## config.mk

```make
export PLATFORM = sky130hd
export DESIGN_NAME = arinc_tx_scheduler
export DESIGN_NICKNAME = d
export VERILOG_FILES = /design/src/rtl/arinc_tx_scheduler.sv
export SDC_FILE = /design/constraint.sdc
export NUM_CORES = 1
export LEC_CHECK = 0
export BUFFER_PORTS_ARGS = -buffer_cell sky130_fd_sc_hd__buf_2
export CORE_AREA = 2 2 124 126
export CTS_CLUSTER_SIZE = 20
export DETAILED_ROUTE_END_ITERATION = 12
export DIE_AREA = 0 0 126 128
export PLACE_DENSITY_LB_ADDON = 0.08
export SYNTH_ARGS = -nofsm -noshare
export SYNTH_HDL_FRONTEND = slang
export SYNTH_SLANG_ARGS = --single-unit
```

## constraint.sdc

```tcl
create_clock -name clk -period 2.45 [get_ports clk]
set_input_delay 0.3675 -clock clk [delete_from_list [all_inputs] [get_ports clk]]
set_output_delay 0.3675 -clock clk [all_outputs]
set_load 0.01 [all_outputs]
```

## src/rtl/arinc_tx_scheduler.sv

```systemverilog
// Round-robin arbiter that shares one ARINC-429 TX FIFO write port among NUM_REQ word sources.
// After each write it holds off for HOLDOFF cycles, so the next grant sees a free_words value that already includes that write.
module arinc_tx_scheduler #(
   parameter int NUM_REQ  = 4,
   parameter int MIN_FREE = 1,
   parameter int HOLDOFF  = 3
) (
   input  logic                   clk,
   input  logic                   reset,
   input  logic                   enable,
   input  logic [NUM_REQ-1:0]     req_valid,
   input  logic [NUM_REQ*32-1:0]  req_data,
   output logic [NUM_REQ-1:0]     req_ready,
   input  logic [9:0]             free_words,
   output logic [31:0]            bufer_data,
   output logic                   bufer_wr,
   output logic [2:0]             grant_id,
   output logic                   busy,
   output logic                   fifo_stall,
   output logic [15:0]            words_sent
);

   localparam int IDX_W = (NUM_REQ > 1) ? $clog2(NUM_REQ) : 1;
   localparam int CNT_W = $clog2(HOLDOFF + 1);
   localparam logic [9:0]       MIN_FREE_W = 10'(MIN_FREE);
   localparam logic [CNT_W-1:0] HOLDOFF_W  = CNT_W'(HOLDOFF);

   typedef enum logic [1:0] {
      IDLE,
      WRITE,
      SETTLE
   } state_t;

   state_t state, state_nxt;

   logic [2:0]       rr_ptr;
   logic [2:0]       winner;
   logic             found;
   logic [IDX_W-1:0] idx;
   logic [31:0]      win_data;
   logic [CNT_W-1:0] settle_cnt;
   logic             space_ok;
   logic             grant;

   // Search starts one past the last winner, so every requester gets a turn within NUM_REQ grants
   always_comb begin
      winner = '0;
      found  = 1'b0;
      idx    = '0;
      for (int k = 1; k <= NUM_REQ; k++) begin
         idx = IDX_W'((int'(rr_ptr) + k) % NUM_REQ);
         if (!found && req_valid[idx]) begin
            found  = 1'b1;
            winner = 3'(idx);
         end
      end
   end

   always_comb begin
      win_data = '0;
      for (int j = 0; j < NUM_REQ; j++) begin
         if (winner == 3'(j)) begin
            win_data = req_data[32*j +: 32];
         end
      end
   end

   assign space_ok = (free_words >= MIN_FREE_W);
   assign grant    = (state == IDLE) && enable && found && space_ok;
   assign busy     = (state != IDLE);

   always_ff @(posedge clk or posedge reset) begin
      if (reset) begin
         state <= IDLE;
      end else begin
         state <= state_nxt;
      end
   end

   always_comb begin
      state_nxt = state;
      case (state)
         IDLE:    if (grant) state_nxt = WRITE;
         WRITE:   state_nxt = SETTLE;
         SETTLE:  if (settle_cnt == CNT_W'(1)) state_nxt = IDLE;
         default: state_nxt = IDLE;
      endcase
   end

   // The write strobe and the acknowledge come from the same grant, so they are always high in the same cycle
   always_ff @(posedge clk or posedge reset) begin
      if (reset) begin
         bufer_wr   <= 1'b0;
         req_ready  <= '0;
         bufer_data <= '0;
         grant_id   <= '0;
         rr_ptr     <= 3'(NUM_REQ - 1);
         settle_cnt <= '0;
         fifo_stall <= 1'b0;
         words_sent <= '0;
      end else begin
         bufer_wr   <= grant;
         req_ready  <= grant ? (NUM_REQ'(1) << winner) : '0;
         fifo_stall <= (state == IDLE) && enable && (|req_valid) && !space_ok;
         if (grant) begin
            bufer_data <= win_data;
            grant_id   <= winner;
            rr_ptr     <= winner;
         end
         if (state == WRITE) begin
            words_sent <= words_sent + 16'd1;
            settle_cnt <= HOLDOFF_W;
         end else if (state == SETTLE) begin
            settle_cnt <= settle_cnt - CNT_W'(1);
         end
      end
   end

endmodule

```

* After elaboration in Yosys (flattened, before gate mapping) *
Index checks and enable logic that the tools add are counted.

storage, ports and cells
  bits in registers = 63
  output and inout port bits = 58
  word-level logic and storage cells = 73

cells by class
  add/subtract/negate cells = 6
  $lt $le $gt $ge = 5
  equality and inequality tests = 8
  shift-type cells = 1
  mux-type cells = 26
  reduce and logical (&&, ||, !) cells = 18

operator list
  cell                     count
  $mux W32                 4
  $add A16 B1 Y16 const B  1
  $lt A2 B3 Y1 const B     4
  $mux W2                  6
  $ge A10 B1 Y1 const B    1
  $bmux W1 S2              4
  $logic_and A1 B1 Y1      8
  $mux W1                  8
  $eq A3 B2 Y1 const B     2
  $mux W3                  2
  $pmux W2 S3              1
  $add A2 B1 Y2 const B    2
  $add A2 B2 Y2 const B    2
  $eq A2 B1 Y1 const B     2
  $logic_not A1 Y1         4
  $mux W4                  1
  $ne A2 B2 Y1 const B     2
  $reduce_bool A2 Y1       2
  $reduce_or A4 Y1         1
  $shl A1 B3 Y4 const A    1
  $eq A3 B1 Y1 const B     1
  $logic_not A3 Y1         1
  $eq A2 B2 Y1 const B     1
  $logic_not A2 Y1         1
  other kinds (2)          2

* Logic depth before layout (Yosys ltp) *
Gate-level depths: netlist (run 1).

  depth in word-level cells = 18
  depth in mapped cells = 8
  mapped depth without buffers = 7

* Least setup slack after synthesis (run 1) *
OpenSTA, ideal clock, no wires.

  path kind = reg2reg
  start = reg rr_ptr[1]
  end = reg bufer_data[11]
  library setup time = 0.120 ns
  data arrival time = 1.776 ns
  slack = 0.553 ns
  cell stages (with the launch flop) = 7
  buffers on the path = 1
  cell sequence = dfstp_2 mux2_2 a22oi_4 o21ai_2 buf_6 mux2_1 o211a_1

between the ends
  word-level cells in the longest chain between the ends = 18
  elaborated cells on any way between the ends = 36
  those cells by class = 4 x add/sub; 3 x eq/ne; 20 x mux; 9 x reduce/logical

RTL lines
  what                           RTL line  source
  start, declared                36        logic [2:0] rr_ptr;
  start signal, assigned         97        rr_ptr <= 3'(NUM_REQ - 1);
  start signal, assigned         108       rr_ptr <= winner;
  $add A2 B1 Y2                  51        idx = IDX_W'((int'(rr_ptr) + k) % NUM_REQ);
  $bmux W1 S2                    52        if (!found && req_valid[idx]) begin
  $mux W1 (not written as such)  52
  $mux W1                        52
  $logic_not A1 Y1               52
  $logic_and A1 B1 Y1            52
  $mux W1                        52
  $logic_not A1 Y1               52
  $logic_and A1 B1 Y1            52
  $mux W1                        52
  $logic_not A1 Y1               52
  $logic_and A1 B1 Y1            52
  $mux W3                        52
  $logic_not A3 Y1               62        if (winner == 3'(j)) begin
  $mux W32 (4 in a row)          62
  end signal, assigned           106       bufer_data <= win_data;
  end, declared                  15        output logic [31:0] bufer_data,

Several ways; a longest one is shown, not always the timed one. The select of a mux whose other input is x is not followed.
A chain may end at the register's enable or synchronous reset.

* Worst setup path after layout (run 1) *
  start = reg state[0]
  end = reg bufer_data[29]

between the ends
  word-level cells in the longest chain between the ends = 4

RTL lines
  what                              RTL line  source
  start, declared                   34        state_t state, state_nxt;
  start signal, assigned            76        state <= state_nxt;
  $logic_not A2 Y1                  69        assign grant = (state == IDLE) && enable && found && space_ok;
  $logic_and A1 B1 Y1 (3 in a row)  69

Every way passes these cells.

==> results of run 1 <==
[through the flow]
stage / worst slack [ps] / util / power (mW) / hold slack (ps)
after floorplan: 544 / - / 3.42 / 485
after CTS: 270 / 0.348 / 5.78 / 120
after global routing: 101 / 0.348 / 6.06 / 138
after detailed placement: 290 / 0.326 / 4.31 / 454
final: 340 / 0.348 / 5.64 / 98.2
after global placement: 372 / 0.326 / 4.28 / 455
[layout make-up]
| cell class | instances | share of cell area |
|---|---|---|
| clock buffer | 13 | 0.0522 |
| clock inverter | 3 | 0.0126 |
| inverter | 11 | 0.00797 |
| multi-input combinational | 220 | 0.366 |
| sequential | 62 | 0.300 |
| tap | 188 | 0.0454 |
| timing repair buffer | 211 | 0.216 |
[report_power, final]
| group | switching, mW | total (mW) | internal, mW |
|---|---|---|---|
| logic | 1.38 | 2.55 | 1.17 |
| clock network | 0.452 | 1.42 | 0.972 |
| registers | 0.233 | 1.66 | 1.43 |
| total | 2.06 | 5.64 | 3.57 |
[cells by family after synthesis]
logic type,count (synthesis),synth area share
DFF,62,0.431
other,1,0.00104
xor gates and xnor gates,15,0.0364
AOI/OAI and AO/OA,49,0.167
buffers and inverters,29,0.0486
and+or+nand+nor,83,0.111
adders and majority gates,6,0.0208
muxes,66,0.185
[metal layers]
metal / up-vias / track usage / part of all wire
met5: - / 0 / 0
met1: 1488 / 0.149 / 0.40
li1: 1544 / - / -
met3: 13 / 0.0488 / 0.081
met2: 113 / 0.234 / 0.51
met4: 0 / 0.0452 / 0.015
[flip-flops by register name, summed over array words and instances (netlist names)]
name        count
fifo_stall      1
req_ready       4
rr_ptr          2
bufer_wr        1
grant_id        2
state           2
bufer_data     32
settle_cnt      2
words_sent     16
[worst paths after layout]
path | to | slack, ps | depth (start not counted)
hold / removal | bufer_data[18]$_DFFE_PP0N_ | 100 | 2
setup / recovery | bufer_data[29]$_DFFE_PP0N_ | 340 | 7
setup reg to reg | bufer_data[29]$_DFFE_PP0N_ | 340 | 7
min in group clk | fifo_stall$_DFF_PP0_ | 360 | 3
hold reg to reg | words_sent[15]$_DFFE_PP0P_ | 470 | 1
max in group asynchronous | rr_ptr[1]$_DFFE_PP1N_ | 1670 | 3
[cells in the final DEF (no fill, tap or decap), drive strengths merged, types with 2 or more instances in the layout]
| cell | Yosys | final |
|---|---|---|
| nand2b | 2 | 2 |
| inv | 11 | 11 |
| nand4 | 7 | 7 |
| a221oi | 30 | 30 |
| bufinv | 0 | 2 |
| nor4 | 2 | 2 |
| dfrtp | 60 | 60 |
| a211oi | 2 | 2 |
| xnor2 | 11 | 11 |
| clkbuf | 1 | 13 |
| a21oi | 5 | 5 |
| buf | 17 | 211 |
| o21ai | 4 | 4 |
| nand2 | 8 | 8 |
| o211ai | 2 | 2 |
| nand3 | 5 | 5 |
| dfstp | 2 | 2 |
| nor2b | 2 | 2 |
| nor2 | 48 | 48 |
| mux2i | 61 | 61 |
| ha | 6 | 6 |
| o211a | 2 | 2 |
| mux2 | 5 | 5 |
| xor2 | 4 | 4 |
==> flow_summary.yaml, run 1 <==
synthesis:
  synth_nets: 462
  netlist_area_sq_um: 3610
  synth_most_common_cell: "mux2i_1"
  yosys_warnings: 0
  syn_avg_cell_area_sq_um: 11.6
  yosys-top-cells-count: "61 x mux2i_1, 60 x dfrtp_1, 47 x nor2_1"
  synth.distinct_cells: 46
  synth_enable_flop_cells: 0
  synth_seq_cells: 62
  post-synth-top-area-fraction: 0.416
  ys.flop_type: "dfrtp_1"
  async_flop_share: 1.00
  yosysTopAreaCell: "dfrtp_1"
  syn_inst: 311
  seq_area_frac_synth: 0.431
  synth_area_leaders: "dfrtp_1 42%, mux2i_1 17%, a221oi_2 12%"
worst_setup_path:
  critPathKind: "reg2reg"
  r2r_start: "state[0]$_DFFE_PP0P_"
  crit_path_start: "state[0]$_DFFE_PP0P_"
  crit_path_start_kind: "flip-flop"
  cpPeakStageDelay_ps: 490
  path_delay_family: "buffers and inverters"
  cp-end-kind: "flip-flop"
  path_buf_inv: 2
  worst_ep_required_time_ps: 2680
  crit_arrival_ps: 2340
  crit_fanout: 36
  crit_chain: "inv_1, ha_1, nand3_2, or2b_4, inv_2, nor2_1, a221oi_2"
  slowest_stage: "inv_2"
grt:
  gr-total-overflow: 0
  grt_pass1_vias: 3235
  grt_max_degree: 39
  grt_antenna_before_repair: 0
  grt_use_total: 0.133
  grt_pass1_wl_mm: 16.5
clocking:
  numCtsBuffers: 9
  htree_levels: 3
  path_clk_slew_ps: 60
  hold_buffers: 0
  cts_tree: "yes"
  cts_buffer_depth: 2
  cts_setup_buffers: 0
  cts_resized: 0
  cts.sinks: 62
  clock_latency_ps: 330
  cts_root_buf: "clkbuf_16"
power_and_ir_drop:
  powerDensity_nw_per_um2: 1090
  vdd_drop_max_v: 0.000509
  p_leak_nw: 2.63
floorplan:
  row_count: 45
  start_util: 0.243
  die-area_sq_um: 16100
  die_w_microns: 126
  die_h_microns: 128
  pin_count: 203
  core-area_sq_um: 14900
worst_hold_path:
  min_path_type: "in2async"
place:
  place_area_sq_um: 4840
  gp_congestion: 0.750
  post-dp-hpwl_mm: 8.18
  place_inst: 692
  portBuffers: 201
detailed_routing:
  via_per_inst: 4.46
  drt-initial-drc-count: 75
  num_vias: 3158
  wl_per_cell_microns: 14.9
  firstDrtPassIters: 4
  drc_errors: 0
  drt-total-wl_mm: 10.5
  ant_nets: 0
final_layout:
  nNetsFinal: 666
  finalNonFillerCells: 708
  drive_gt1_frac: 0.519
  final_area_sq_um: 5180
  ff_latch_area_sq_um: 1550
  antennaDiodeCount: 0
  fill_cells: 1534
  area_growth_pct: 43.7
  multi_input_area_sq_um: 1900
timing:
  fmax_mhz: 474
  fin_worst_skew_ps: 9.77
  finalSetupViolCount: 0
  finalHoldViolations: 0
  rsz0062_at_grt: "no"
  final_max_slew_viol_count: 0
  tightest_slew_ps: 676
  setup_tns_ps: 0
  fin_crit_ps: 2110
  post-route-period-util: 0.861
  relSlewSlack: 0.549
run:
  drv_cap: 0
outcome:
  status: "completed"
Power figures use the tool's default switching activity.
==> run 2, diff against run 1 <==
==> constraint.sdc (replaced) <==
create_clock -name clk -period 2.45 [get_ports clk]
set_input_delay 0.1225 -clock clk [delete_from_list [all_inputs] [get_ports clk]]
set_output_delay 0.1225 -clock clk [all_outputs]
set_load 0.01 [all_outputs]
==> run 2 against run 1 <==
Net effect:
- sequential power hardly changed
- cell count is 0.14% higher
- largest cell class unchanged
- register-to-register slack worse by 30 ps
- critical path type unchanged
- highest routed layer unchanged
- via count hardly changed
- fmax is 1.2% lower
==> flow_summary.yaml, run 2 (synthesis gave the netlist of run 1 again) <==
outcome:
  status: "completed"
timing:
  post-route-period-util: 0.872
  fin_worst_skew_ps: 5.53
  setup_tns_ps: 0
  fin_crit_ps: 2140
  fmax_mhz: 468
  tightest_slew_ps: 648
  relSlewSlack: 0.566
  final_max_slew_viol_count: 0
  finalHoldViolations: 0
  rsz0062_at_grt: "no"
  worst_slack_ps: 313
  finalSetupViolCount: 0
floorplan:
  core-area_sq_um: 14900
  start_util: 0.243
  die_h_microns: 128
  pin_count: 203
  row_count: 45
  die_w_microns: 126
  die-area_sq_um: 16100
worst_setup_path:
  crit_fanout: 29
  crit_arrival_ps: 2330
  critPathKind: "reg2reg"
  cp-end-kind: "flip-flop"
  worst_ep_required_time_ps: 2650
  r2r_start: "rr_ptr[1]$_DFFE_PP1N_"
  reg2reg_to: "bufer_data[15]$_DFFE_PP0N_"
  crit_path_start_kind: "flip-flop"
  rr_worst_depth: 6
  r2r_slack_ps: 310
detailed_routing:
  drc_errors: 0
  top_layer: "met4"
  wl_met3_microns: 805
  route.met2.wl_mm: 5.38
  drt-total-wl_mm: 11.0
  drt-initial-drc-count: 55
  firstDrtPassIters: 4
  ant_nets: 0
  via_per_inst: 4.45
  num_vias: 3156
  wl_met1_mm: 4.60
  wl_per_cell_microns: 15.5
final_layout:
  largest_reg_flops: 32
  nNetsFinal: 666
  regMostFlops: "bufer_data"
  area_growth_pct: 42.2
  final_cell_mix: "201 x buf_2, 61 x mux2i_1, 60 x dfrtp_1, 47 x nor2_1, 30 x a221oi_2"
  drive_gt1_frac: 0.512
  final_common_cell: "buf_2"
  fin_util: 0.345
  largestRegisters: "bufer_data: 32 flops, words_sent: 16 flops, req_ready: 4 flops"
clocking:
  numCtsBuffers: 9
  cts_setup_buffers: 0
  cts_tree: "yes"
  clock_latency_ps: 330
  cts_buffer_depth: 2
  cts.sinks: 62
  htree_levels: 3
  cts_resized: 0
  path_clk_slew_ps: 50
  hold_buffers: 1
  cts_root_buf: "clkbuf_16"
place:
  gp_congestion: 0.720
  place_ws_ps: 287
  post-dp-hpwl_mm: 8.30
  portBuffers: 201
grt:
  grt_pass1_wl_mm: 17.3
  grt_max_degree: 38
  grt_pass1_vias: 3274
  grt_use_total: 0.137
  gr-total-overflow: 0
  grt_antenna_before_repair: 1
power_and_ir_drop:
  vdd_drop_max_v: 0.000456
  powerDensity_nw_per_um2: 1050
  p_leak_nw: 2.60
worst_hold_path:
  min_to: "fifo_stall$_DFF_PP0_"
  hold_depth: 3
  min_path_type: "in2reg"
  worstHoldStart: "enable"
run:
  drv_cap: 0
## run 2: changes by cell type in the layout (fill, tap and decap cells not counted), moves of 2 or more
cell       delta
buf_4         -2
bufinv_16     -2
clkbuf_1      +3
clkbuf_8      -2
## run 2: layout make-up
cell class	count	area, sq um
antenna	1	2.50
clock buffer	14	254
clock inverter	2	10.0
fill	1542	9740
inverter	11	41.3
multi-input combinational	220	1900
sequential	62	1550
tap	188	235
timing repair buffer	211	1130
## run 2: per-layer routing
metal / GRT usage / vias up
met2: 0.231 / 106
met4: 0.0640 / 0
met5: 0 / -
li1: - / 1555
met1: 0.159 / 1483
met3: 0.0455 / 12
## run 2: report_power, final
part	internal [mW]	total, mW	leakage (nW)	switching [mW]
logic	1.18	2.55	1.73	1.37
registers	1.43	1.66	0.739	0.230
clock network	0.709	1.16	0.131	0.449
## run 2: worst max-delay path by stage
stage	depth (start not counted)	from	to
floorplan	6	rr_ptr[1]$_DFFE_PP1N_	bufer_data[11]$_DFFE_PP0N_
global placement	6	rr_ptr[1]$_DFFE_PP1N_	bufer_data[20]$_DFFE_PP0N_
detailed placement	6	rr_ptr[1]$_DFFE_PP1N_	bufer_data[15]$_DFFE_PP0N_
CTS	6	rr_ptr[1]$_DFFE_PP1N_	bufer_data[26]$_DFFE_PP0N_
global route	6	rr_ptr[1]$_DFFE_PP1N_	bufer_data[20]$_DFFE_PP0N_
finish	6	rr_ptr[1]$_DFFE_PP1N_	bufer_data[15]$_DFFE_PP0N_
## run 2: critical path, cell delays in order (launching register included)
cell	delay, ps
dfstp_2	560
nand2b_1	130
a21oi_2	90
o21ai_4	530
buf_12	310
mux2i_1	270
a221oi_2	90
## run 2: stage by stage
stage	instances	power [mW]	instance area, sq um	hold slack, ps
3_5_place_dp	691	4.30	4850	257
3_3_place_gp	691	4.25	4850	257
2_1_floorplan	311	3.42	3610	289
4_1_cts	708	5.50	5120	90.8
6_report	709	5.37	5130	107
5_1_grt	709	5.81	5130	118
